===== src/rtl/adder_rr_arbiter.sv =====
// Round-robin front end that time-shares one external combinational adder among NUM_REQ requesters.
// Optional build macro ADDER_ARB_OVF_EN adds a registered signed-overflow flag on the response (rsp_ovf).
module adder_rr_arbiter #(
  parameter int NUM_REQ = 4,
  parameter int WIDTH   = 64,
  parameter int ID_W    = 2
) (
  input  logic                     clk,
  input  logic                     rst,
  input  logic [NUM_REQ-1:0]       req_valid,
  output logic [NUM_REQ-1:0]       req_ready,
  input  logic [NUM_REQ*WIDTH-1:0] req_a,
  input  logic [NUM_REQ*WIDTH-1:0] req_b,
  input  logic [NUM_REQ-1:0]       req_cin,
  output logic [WIDTH-1:0]         add_a,
  output logic [WIDTH-1:0]         add_b,
  output logic                     add_cin,
  input  logic [WIDTH-1:0]         add_sum,
  input  logic                     add_cout,
  output logic                     rsp_valid,
  input  logic                     rsp_ready,
  output logic [WIDTH-1:0]         rsp_sum,
  output logic                     rsp_cout,
  output logic [ID_W-1:0]          rsp_id
`ifdef ADDER_ARB_OVF_EN
  ,
  output logic                     rsp_ovf
`endif
);

  localparam logic [1:0] ST_IDLE = 2'd0;
  localparam logic [1:0] ST_CALC = 2'd1;
  localparam logic [1:0] ST_RESP = 2'd2;

  logic [1:0]         state_q,    state_d;
  logic [ID_W-1:0]    rr_ptr_q,   rr_ptr_d;
  logic [ID_W-1:0]    grant_id_q, grant_id_d;
  logic [WIDTH-1:0]   add_a_q,    add_a_d;
  logic [WIDTH-1:0]   add_b_q,    add_b_d;
  logic               add_cin_q,  add_cin_d;
  logic [WIDTH-1:0]   rsp_sum_q,  rsp_sum_d;
  logic               rsp_cout_q, rsp_cout_d;
  logic [ID_W-1:0]    rsp_id_q,   rsp_id_d;
  logic               rsp_valid_q, rsp_valid_d;

  logic [ID_W:0]      pick_s;
  logic               found_s;
  logic [ID_W-1:0]    sel_s;
  logic [NUM_REQ-1:0] grant_oh_s;
  logic [WIDTH-1:0]   sel_a_s;
  logic [WIDTH-1:0]   sel_b_s;
  logic               sel_cin_s;

  // Walking offsets from the highest down lets the nearest valid requester at or after ptr win.
  function automatic logic [ID_W:0] rr_pick(input logic [NUM_REQ-1:0] vld, input logic [ID_W-1:0] ptr);
    logic [ID_W:0] res;
    res = {(ID_W+1){1'b0}};
    for (int k = NUM_REQ - 1; k >= 0; k--) begin
      for (int i = 0; i < NUM_REQ; i++) begin
        if (vld[i] && (((int'(ptr) + k) % NUM_REQ) == i)) begin
          res = {1'b1, ID_W'(i)};
        end else begin
          res = res;
        end
      end
    end
    return res;
  endfunction

  assign pick_s  = rr_pick(req_valid, rr_ptr_q);
  assign found_s = pick_s[ID_W];
  assign sel_s   = pick_s[ID_W-1:0];

  // One-hot grant and AND-OR operand selection for the winning requester.
  always_comb begin
    grant_oh_s = {NUM_REQ{1'b0}};
    sel_a_s    = {WIDTH{1'b0}};
    sel_b_s    = {WIDTH{1'b0}};
    sel_cin_s  = 1'b0;
    for (int i = 0; i < NUM_REQ; i++) begin
      grant_oh_s[i] = found_s & (sel_s == ID_W'(i));
      sel_a_s       = sel_a_s | (req_a[i*WIDTH +: WIDTH] & {WIDTH{grant_oh_s[i]}});
      sel_b_s       = sel_b_s | (req_b[i*WIDTH +: WIDTH] & {WIDTH{grant_oh_s[i]}});
      sel_cin_s     = sel_cin_s | (req_cin[i] & grant_oh_s[i]);
    end
  end

  assign req_ready = ((state_q == ST_IDLE) && !rst) ? grant_oh_s : {NUM_REQ{1'b0}};

  // Next-state logic for the IDLE -> CALC -> RESP cycle.
  always_comb begin
    state_d     = state_q;
    rr_ptr_d    = rr_ptr_q;
    grant_id_d  = grant_id_q;
    add_a_d     = add_a_q;
    add_b_d     = add_b_q;
    add_cin_d   = add_cin_q;
    rsp_sum_d   = rsp_sum_q;
    rsp_cout_d  = rsp_cout_q;
    rsp_id_d    = rsp_id_q;
    rsp_valid_d = rsp_valid_q;
    case (state_q)
      ST_IDLE: begin
        if (found_s) begin
          add_a_d    = sel_a_s;
          add_b_d    = sel_b_s;
          add_cin_d  = sel_cin_s;
          grant_id_d = sel_s;
          state_d    = ST_CALC;
        end else begin
          state_d    = ST_IDLE;
        end
      end
      ST_CALC: begin
        rsp_sum_d   = add_sum;
        rsp_cout_d  = add_cout;
        rsp_id_d    = grant_id_q;
        rsp_valid_d = 1'b1;
        state_d     = ST_RESP;
      end
      ST_RESP: begin
        if (rsp_ready) begin
          rsp_valid_d = 1'b0;
          rr_ptr_d    = (grant_id_q == ID_W'(NUM_REQ - 1)) ? {ID_W{1'b0}} : grant_id_q + ID_W'(1);
          state_d     = ST_IDLE;
        end else begin
          state_d     = ST_RESP;
        end
      end
      default: begin
        rsp_valid_d = 1'b0;
        state_d     = ST_IDLE;
      end
    endcase
  end

  // State and output registers with synchronous reset.
  always_ff @(posedge clk) begin
    if (rst) begin
      state_q     <= ST_IDLE;
      rr_ptr_q    <= {ID_W{1'b0}};
      grant_id_q  <= {ID_W{1'b0}};
      add_a_q     <= {WIDTH{1'b0}};
      add_b_q     <= {WIDTH{1'b0}};
      add_cin_q   <= 1'b0;
      rsp_sum_q   <= {WIDTH{1'b0}};
      rsp_cout_q  <= 1'b0;
      rsp_id_q    <= {ID_W{1'b0}};
      rsp_valid_q <= 1'b0;
    end else begin
      state_q     <= state_d;
      rr_ptr_q    <= rr_ptr_d;
      grant_id_q  <= grant_id_d;
      add_a_q     <= add_a_d;
      add_b_q     <= add_b_d;
      add_cin_q   <= add_cin_d;
      rsp_sum_q   <= rsp_sum_d;
      rsp_cout_q  <= rsp_cout_d;
      rsp_id_q    <= rsp_id_d;
      rsp_valid_q <= rsp_valid_d;
    end
  end

  assign add_a     = add_a_q;
  assign add_b     = add_b_q;
  assign add_cin   = add_cin_q;
  assign rsp_sum   = rsp_sum_q;
  assign rsp_cout  = rsp_cout_q;
  assign rsp_id    = rsp_id_q;
  assign rsp_valid = rsp_valid_q;

`ifdef ADDER_ARB_OVF_EN
  logic rsp_ovf_q, rsp_ovf_d;

  // Like-signed operands whose sum flips sign have overflowed; captured alongside rsp_sum.
  always_comb begin
    if (state_q == ST_CALC) begin
      rsp_ovf_d = (add_a_q[WIDTH-1] == add_b_q[WIDTH-1]) & (add_sum[WIDTH-1] != add_a_q[WIDTH-1]);
    end else begin
      rsp_ovf_d = rsp_ovf_q;
    end
  end

  // Overflow flag register.
  always_ff @(posedge clk) begin
    if (rst) begin
      rsp_ovf_q <= 1'b0;
    end else begin
      rsp_ovf_q <= rsp_ovf_d;
    end
  end

  assign rsp_ovf = rsp_ovf_q;
`else
`endif

endmodule


===== config.mk =====
export PLATFORM = sky130hd
export DESIGN_NAME = adder_rr_arbiter
export DESIGN_NICKNAME = d
export VERILOG_FILES = /design/src/rtl/adder_rr_arbiter.sv
export SDC_FILE = /design/constraint.sdc
export NUM_CORES = 1
export LEC_CHECK = 0
export BUFFER_PORTS_ARGS = -buffer_cell sky130_fd_sc_hd__buf_4
export CORE_AREA = 3 3 310 312
export CTS_CLUSTER_SIZE = 12
export DETAILED_ROUTE_END_ITERATION = 8
export DIE_AREA = 0 0 313 315
export GPL_TIMING_DRIVEN = 0
export SYNTH_ARGS = -nofsm -noshare
export SYNTH_HDL_FRONTEND = slang
export SYNTH_SLANG_ARGS = --single-unit

===== constraint.sdc =====
create_clock -name clk -period 2.7 [get_ports clk]
set_input_delay 0.81 -clock clk [delete_from_list [all_inputs] [get_ports clk]]
set_output_delay 0.81 -clock clk [all_outputs]
set_load 0.1 [all_outputs]

==> impl_metrics.ini, run 1 <==
[sta]
setup_ws_ns = -0.0515
slew_headroom_pct = 15.0
rsz0062_at_grt = yes
clock.fmax_mhz = 363
setup_viol_count_final = 2
fin_skew_ns = 0.0188
hold_viol_final = 0
tightest_slew_ns = 1.26
slew_viol_final = 0
period_minus_slack_ns = 2.75
period_share_pct = 102

[synth]
syn_area_per_cell_um2 = 7.70
ys_seq_elements = 203
yosys.area.top_type = dfxtp_1
synthesis.nets = 2125
synth_top_area_share_pct = 34.4
yosysMostFrequentCell = nand2_1
seq_area_frac_synth_pct = 34.4
synthFlopType = dfxtp_1
synth_cells = 1536
netlist_area_um2 = 11800
yosys-top-cells-count = nand2_1, dfxtp_1, nor2b_1
ys_types = 39
synthTopCellsByArea = dfxtp_1, nand2_1, o32a_1
yosys_warnings = 0
synth-edff-count = 0
async_flop_share_pct = 0

[hold_path]
min_from = add_sum[37]
hold_path.class = input pin to flip-flop
holdPathStages = 3
holdPathEnd = rsp_sum[37]$_SDFFE_PP0P_

[die]
die_w_um = 313
start_util_pct = 12.7
fp.dieH_um = 315
core-area_um2 = 93300
rows = 112
die_area_um2 = 98600
pin_count = 789

[worst_setup_path]
cp.required_ns = 1.89
rr_endpoint = add_b[19]$_SDFFE_PP0P_
cp_max_fo = 5
critPathLaunchType = input pin
arrival_ns = 1.94
reg2reg_from = rr_ptr_q[0]$_SDFFE_PP0P_
crit_type = input pin to output pin
reg2reg_slack_ns = 0.08
cpPeakStageDelay_ns = 0.35
worstPathCellList = buf_4 -> or3_4 -> buf_8 -> nor3_4 -> buf_12
critPathCaptureType = output pin
critPathSlowestCell = or3_4
r2r.worst_path.cells = 6

[power_and_ir_drop]
ir_drop_mv = 0.482
cellLeakagePower_nw = 9.26
total_power_mw = 14.2
power_density_nw_per_um2 = 687

[outcome]
status = complete, but fails checks
violations = setup timing

[cells_and_area]
multiInputGateArea_um2 = 7120
instances_no_fill = 3645
num-fill-cells = 10552
drive_gt1_share_pct = 39.5
fin_nets = 2952
area_delta_synth_final_pct = 75.2
regArea_um2 = 4080

[cts]
clock_latency_ns = 0.60
clk_pin_slew_worst_paths_ns = 0.06
tritoncts = done
cts.path.max_buffers = 3
cts-buffers-inserted = 28
cts_num_sinks = 203
cts_root_buffer = clkbuf_16
cts_max_level = 1

[detailed_routing]
vias_per_cell = 4.27
routedWlPerCell_um = 23.0
drt-total-wl_mm = 83.9
via_count = 15578
drcViolationCount = 0
drt-pass1-iter-count = 7
ant_nets = 0
drt-initial-drc-count = 997

[place]
gp_congestion = 0.935
post-place-ws_ns = -1.39
post-dp-hpwl_mm = 67.9
dp.cells = 3575
io_buffers = 785

[grt]
grt_pass1_vias = 15430
globalRouteTotalUtil_pct = 15.8
grt_first_pass_wirelength_mm = 113
grt_max_degree = 20
antenna_found_initial = 21
overflow = 0

[flow_run]
drv_cap = 0
[logic make-up after synthesis]
group,synth area share (%)
compound gates,30.2
mux,0.0846
buf+inv,6.72
simple gates,28.5
fa+ha+maj,0.106
flops,34.4
[metal layers]
metal | global-route usage, % | wire length (um)
met1 | 20.5 | 35700
met2 | 25.8 | 38500
met3 | 3.62 | 6880
met4 | 5.19 | 2750
met5 | 0 | 53
[worst max path at each step]
stage,start,slack [ns],endpoint,cells past startpoint
2_1_floorplan,req_valid[0],-0.61,req_ready[2],6
3_3_place_gp,req_valid[0],-1.41,req_ready[3],8
3_5_place_dp,req_valid[0],-1.39,req_ready[3],8
4_1_cts,req_valid[0],-0.29,req_ready[2],8
5_1_grt,state_q[0]$_SDFF_PP0_,-0.09,req_ready[3],4
6_report,rst,-0.05,req_ready[3],5
[state kept, by name, indices dropped and copies added, names as in the netlist, 2 cells and up]
register and flops:
add_a 64, rsp_id 2, grant_id_q 2, rsp_sum 64, add_b 64, state_q 2
rr_ptr_q 2
[cell usage in the layout, fill, tap and decap left out, types with 5 or more instances in the layout]
cell type,Yosys,routed
buf_4,8,805
nand2_1,379,378
dfxtp_1,203,199
nor2b_1,126,125
a21o_1,122,122
o22ai_1,121,121
o32a_1,121,121
nor3b_1,121,121
clkbuf_1,103,99
a21oi_1,74,73
buf_2,44,40
clkbuf_16,0,28
nand3_1,16,16
nor2_1,14,12
buf_12,0,10
diode_2,0,9
inv_1,10,9
o2111ai_1,9,9
buf_1,15,8
o311a_1,9,8
a311oi_1,8,8
clkbuf_2,0,6
buf_6,3,5
[cell type report]
cell class	instances	share of cell area (%)
repair buffers	807	29.6
diodes	9	0.109
plain buffers	163	4.03
well taps	1254	7.57
clock buffers	39	3.72
clock inverters	10	0.760
multi-input cells	1150	34.3
flip-flops and latches	203	19.7
inverters	10	0.193
[worst max-delay path: cells and delay by family]
kind	cells	cell delay, ns
buf+inv	3	0.54
simple gates	2	0.57
[repair_timing]
item | CTS | global route
setup endpoints to repair | 184 | 14
hold buffers | 0 | 0
resized for setup | 63 | 13
setup buffers | 17 | 5
endpoints found under the hold margin | 0 | 0
pin swaps | 9 | 5
[through the flow]
step	util [%]	hold slack [ns]	cell area, um2	TNS, ns
6_report	22.2	0.448	20700	-0.0929
5_1_grt	22.2	0.407	20700	-0.201
4_1_cts	22.2	0.393	20700	-0.591
3_5_place_dp	20.8	0.448	19400	-185.24
3_3_place_gp	20.8	0.443	19400	-186.85
2_1_floorplan	-	0.449	11900	-1.71
[power by group]
| group | switching [mW] | internal [mW] | total (mW) |
|---|---|---|---|
| Sequential | 0.232 | 3.41 | 3.65 |
| Clock | 1.61 | 2.28 | 3.89 |
| Combinational | 4.74 | 1.95 | 6.70 |
| Total | 6.59 | 7.65 | 14.2 |
Power figures use the tool's default switching activity.
==> run 2: changes to the inputs <==
BUFFER_PORTS_ARGS = default   (was -buffer_cell sky130_fd_sc_hd__buf_4)
CORE_AREA = 3 3 304 306   (was 3 3 310 312)
DIE_AREA = 0 0 307 309   (was 0 0 313 315)
DONT_BUFFER_PORTS = 1   (was default)
==> impl_metrics.ini, run 2 (synthesis results as in run 1) <==
[detailed_routing]
routedWlPerCell_um = 28.4
drt-pass1-iter-count = 5
drcViolationCount = 0
ant_nets = 0
drt-total-wl_mm = 79.4
vias_per_cell = 4.66
drt-initial-drc-count = 1120
via_count = 13029

[hold_path]
holdPathStages = 2
holdPathEnd = rsp_sum[36]$_SDFFE_PP0P_
min_from = add_sum[36]
hold_path.class = input pin to flip-flop

[die]
die_w_um = 307
core-area_um2 = 89900
start_util_pct = 13.2
rows = 110
die_area_um2 = 94900
pin_count = 789
fp.dieH_um = 309

[cells_and_area]
drive_gt1_share_pct = 10.1
fin_nets = 2168
final_common_cell = nand2_1
instances_no_fill = 2794
area_delta_synth_final_pct = 24.5
fin_util_pct = 16.4
most-common-layout-cells = nand2_1, dfxtp_1, nor2b_1
fin_area_um2 = 14700

[flow_run]
drv_cap = 0

[outcome]
violations = setup timing
status = complete, but fails checks

[grt]
grt_pass1_vias = 12186
grt_first_pass_wirelength_mm = 101
globalRouteTotalUtil_pct = 15.2
antenna_found_initial = 31
grt_max_degree = 15
overflow = 0

[sta]
period_minus_slack_ns = 3.40
rsz0062_at_grt = yes
tightest_slew_ns = 1.21
slew_headroom_pct = 19.5
slew_viol_final = 0
tns_ns = -2.16
setup_viol_count_final = 4
hold_viol_final = 0
period_share_pct = 126
clock.fmax_mhz = 294
fin_skew_ns = 0.0160
setup_ws_ns = -0.701

[cts]
clk_pin_slew_worst_paths_ns = 0.06
clock_latency_ns = 0.61
tritoncts = done
cts_max_level = 1
cts_num_sinks = 203
cts.path.max_buffers = 3
cts_hold_buf = 0
cts-buffers-inserted = 27
cts_root_buffer = clkbuf_16

[worst_setup_path]
reg2reg_from = rr_ptr_q[1]$_SDFFE_PP0P_
critPathCaptureType = output pin
crit_type = input pin to output pin
cp_max_fo = 10
cp.required_ns = 1.89
reg2reg_slack_ns = 0.08
rr_endpoint = add_b[16]$_SDFFE_PP0P_
critPathLaunchType = input pin
r2r.worst_path.cells = 6
arrival_ns = 2.59

[place]
gp_congestion = 0.966
placed_area_um2 = 13400
post-place-ws_ns = -1.58
dp.cells = 2712
io_buffers = 0
post-dp-hpwl_mm = 63.2

[power_and_ir_drop]
ir_drop_mv = 0.509
power_density_nw_per_um2 = 889
cellLeakagePower_nw = 5.42
## run 2: worst max-delay path by stage
stage / start / end / depth (start not counted)
after floorplan: req_valid[0] / req_ready[2] / 6
after CTS: rr_ptr_q[1]$_SDFFE_PP0P_ / req_ready[2] / 5
after global placement: req_valid[2] / add_a[58]$_SDFFE_PP0P_ / 6
after detailed placement: req_valid[0] / add_a[58]$_SDFFE_PP0P_ / 6
final: req_valid[0] / req_ready[2] / 5
after global routing: rr_ptr_q[1]$_SDFFE_PP0P_ / req_ready[2] / 4
## run 2: cell type report
| cell class | count | area, um2 |
|---|---|---|
| clock buffer | 38 | 767 |
| antenna | 20 | 50.0 |
| sequential | 203 | 4070 |
| tap | 1176 | 1470 |
| inverter | 10 | 40.0 |
| fill | 10278 | 75200 |
| buffer | 168 | 875 |
| clock inverter | 10 | 169 |
| timing repair buffer | 19 | 178 |
| multi-input combinational | 1150 | 7100 |
## run 2: critical path: stages
cell and delay, ns:
buf_8 0.15, or3_4 0.40, o311a_4 0.18, clkbuf_16 0.19, nor3_4 0.85
## run 2: metrics by stage
step | total power [mW] | hold slack, ns
finish | 13.1 | 0.333
global route | 13.5 | 0.309
CTS | 13.2 | 0.280
detailed placement | 9.14 | 0.484
global placement | 9.11 | 0.478
floorplan | 8.14 | 0.449
## run 2: repair_timing
action	4_1_cts	5_1_grt
buffers inserted	7	10
pin swaps	5	4
setup endpoints to repair	105	57
resized for setup	42	18
cloned	0	2
## run 2: metal layers
metal	track usage (%)	wire (um)	vias up
li1	-	-	5655
met4	6.31	3410	12
met5	0	82	-
met1	18.7	31700	6332
met2	24.0	35700	884
met3	5.66	8470	146
## run 2: power breakdown
part           leakage [nW]  switching [mW]  internal (mW)
combinational          3.28            1.45          0.937
sequential             1.68            3.35           3.41
clock                 0.462            1.58           2.36
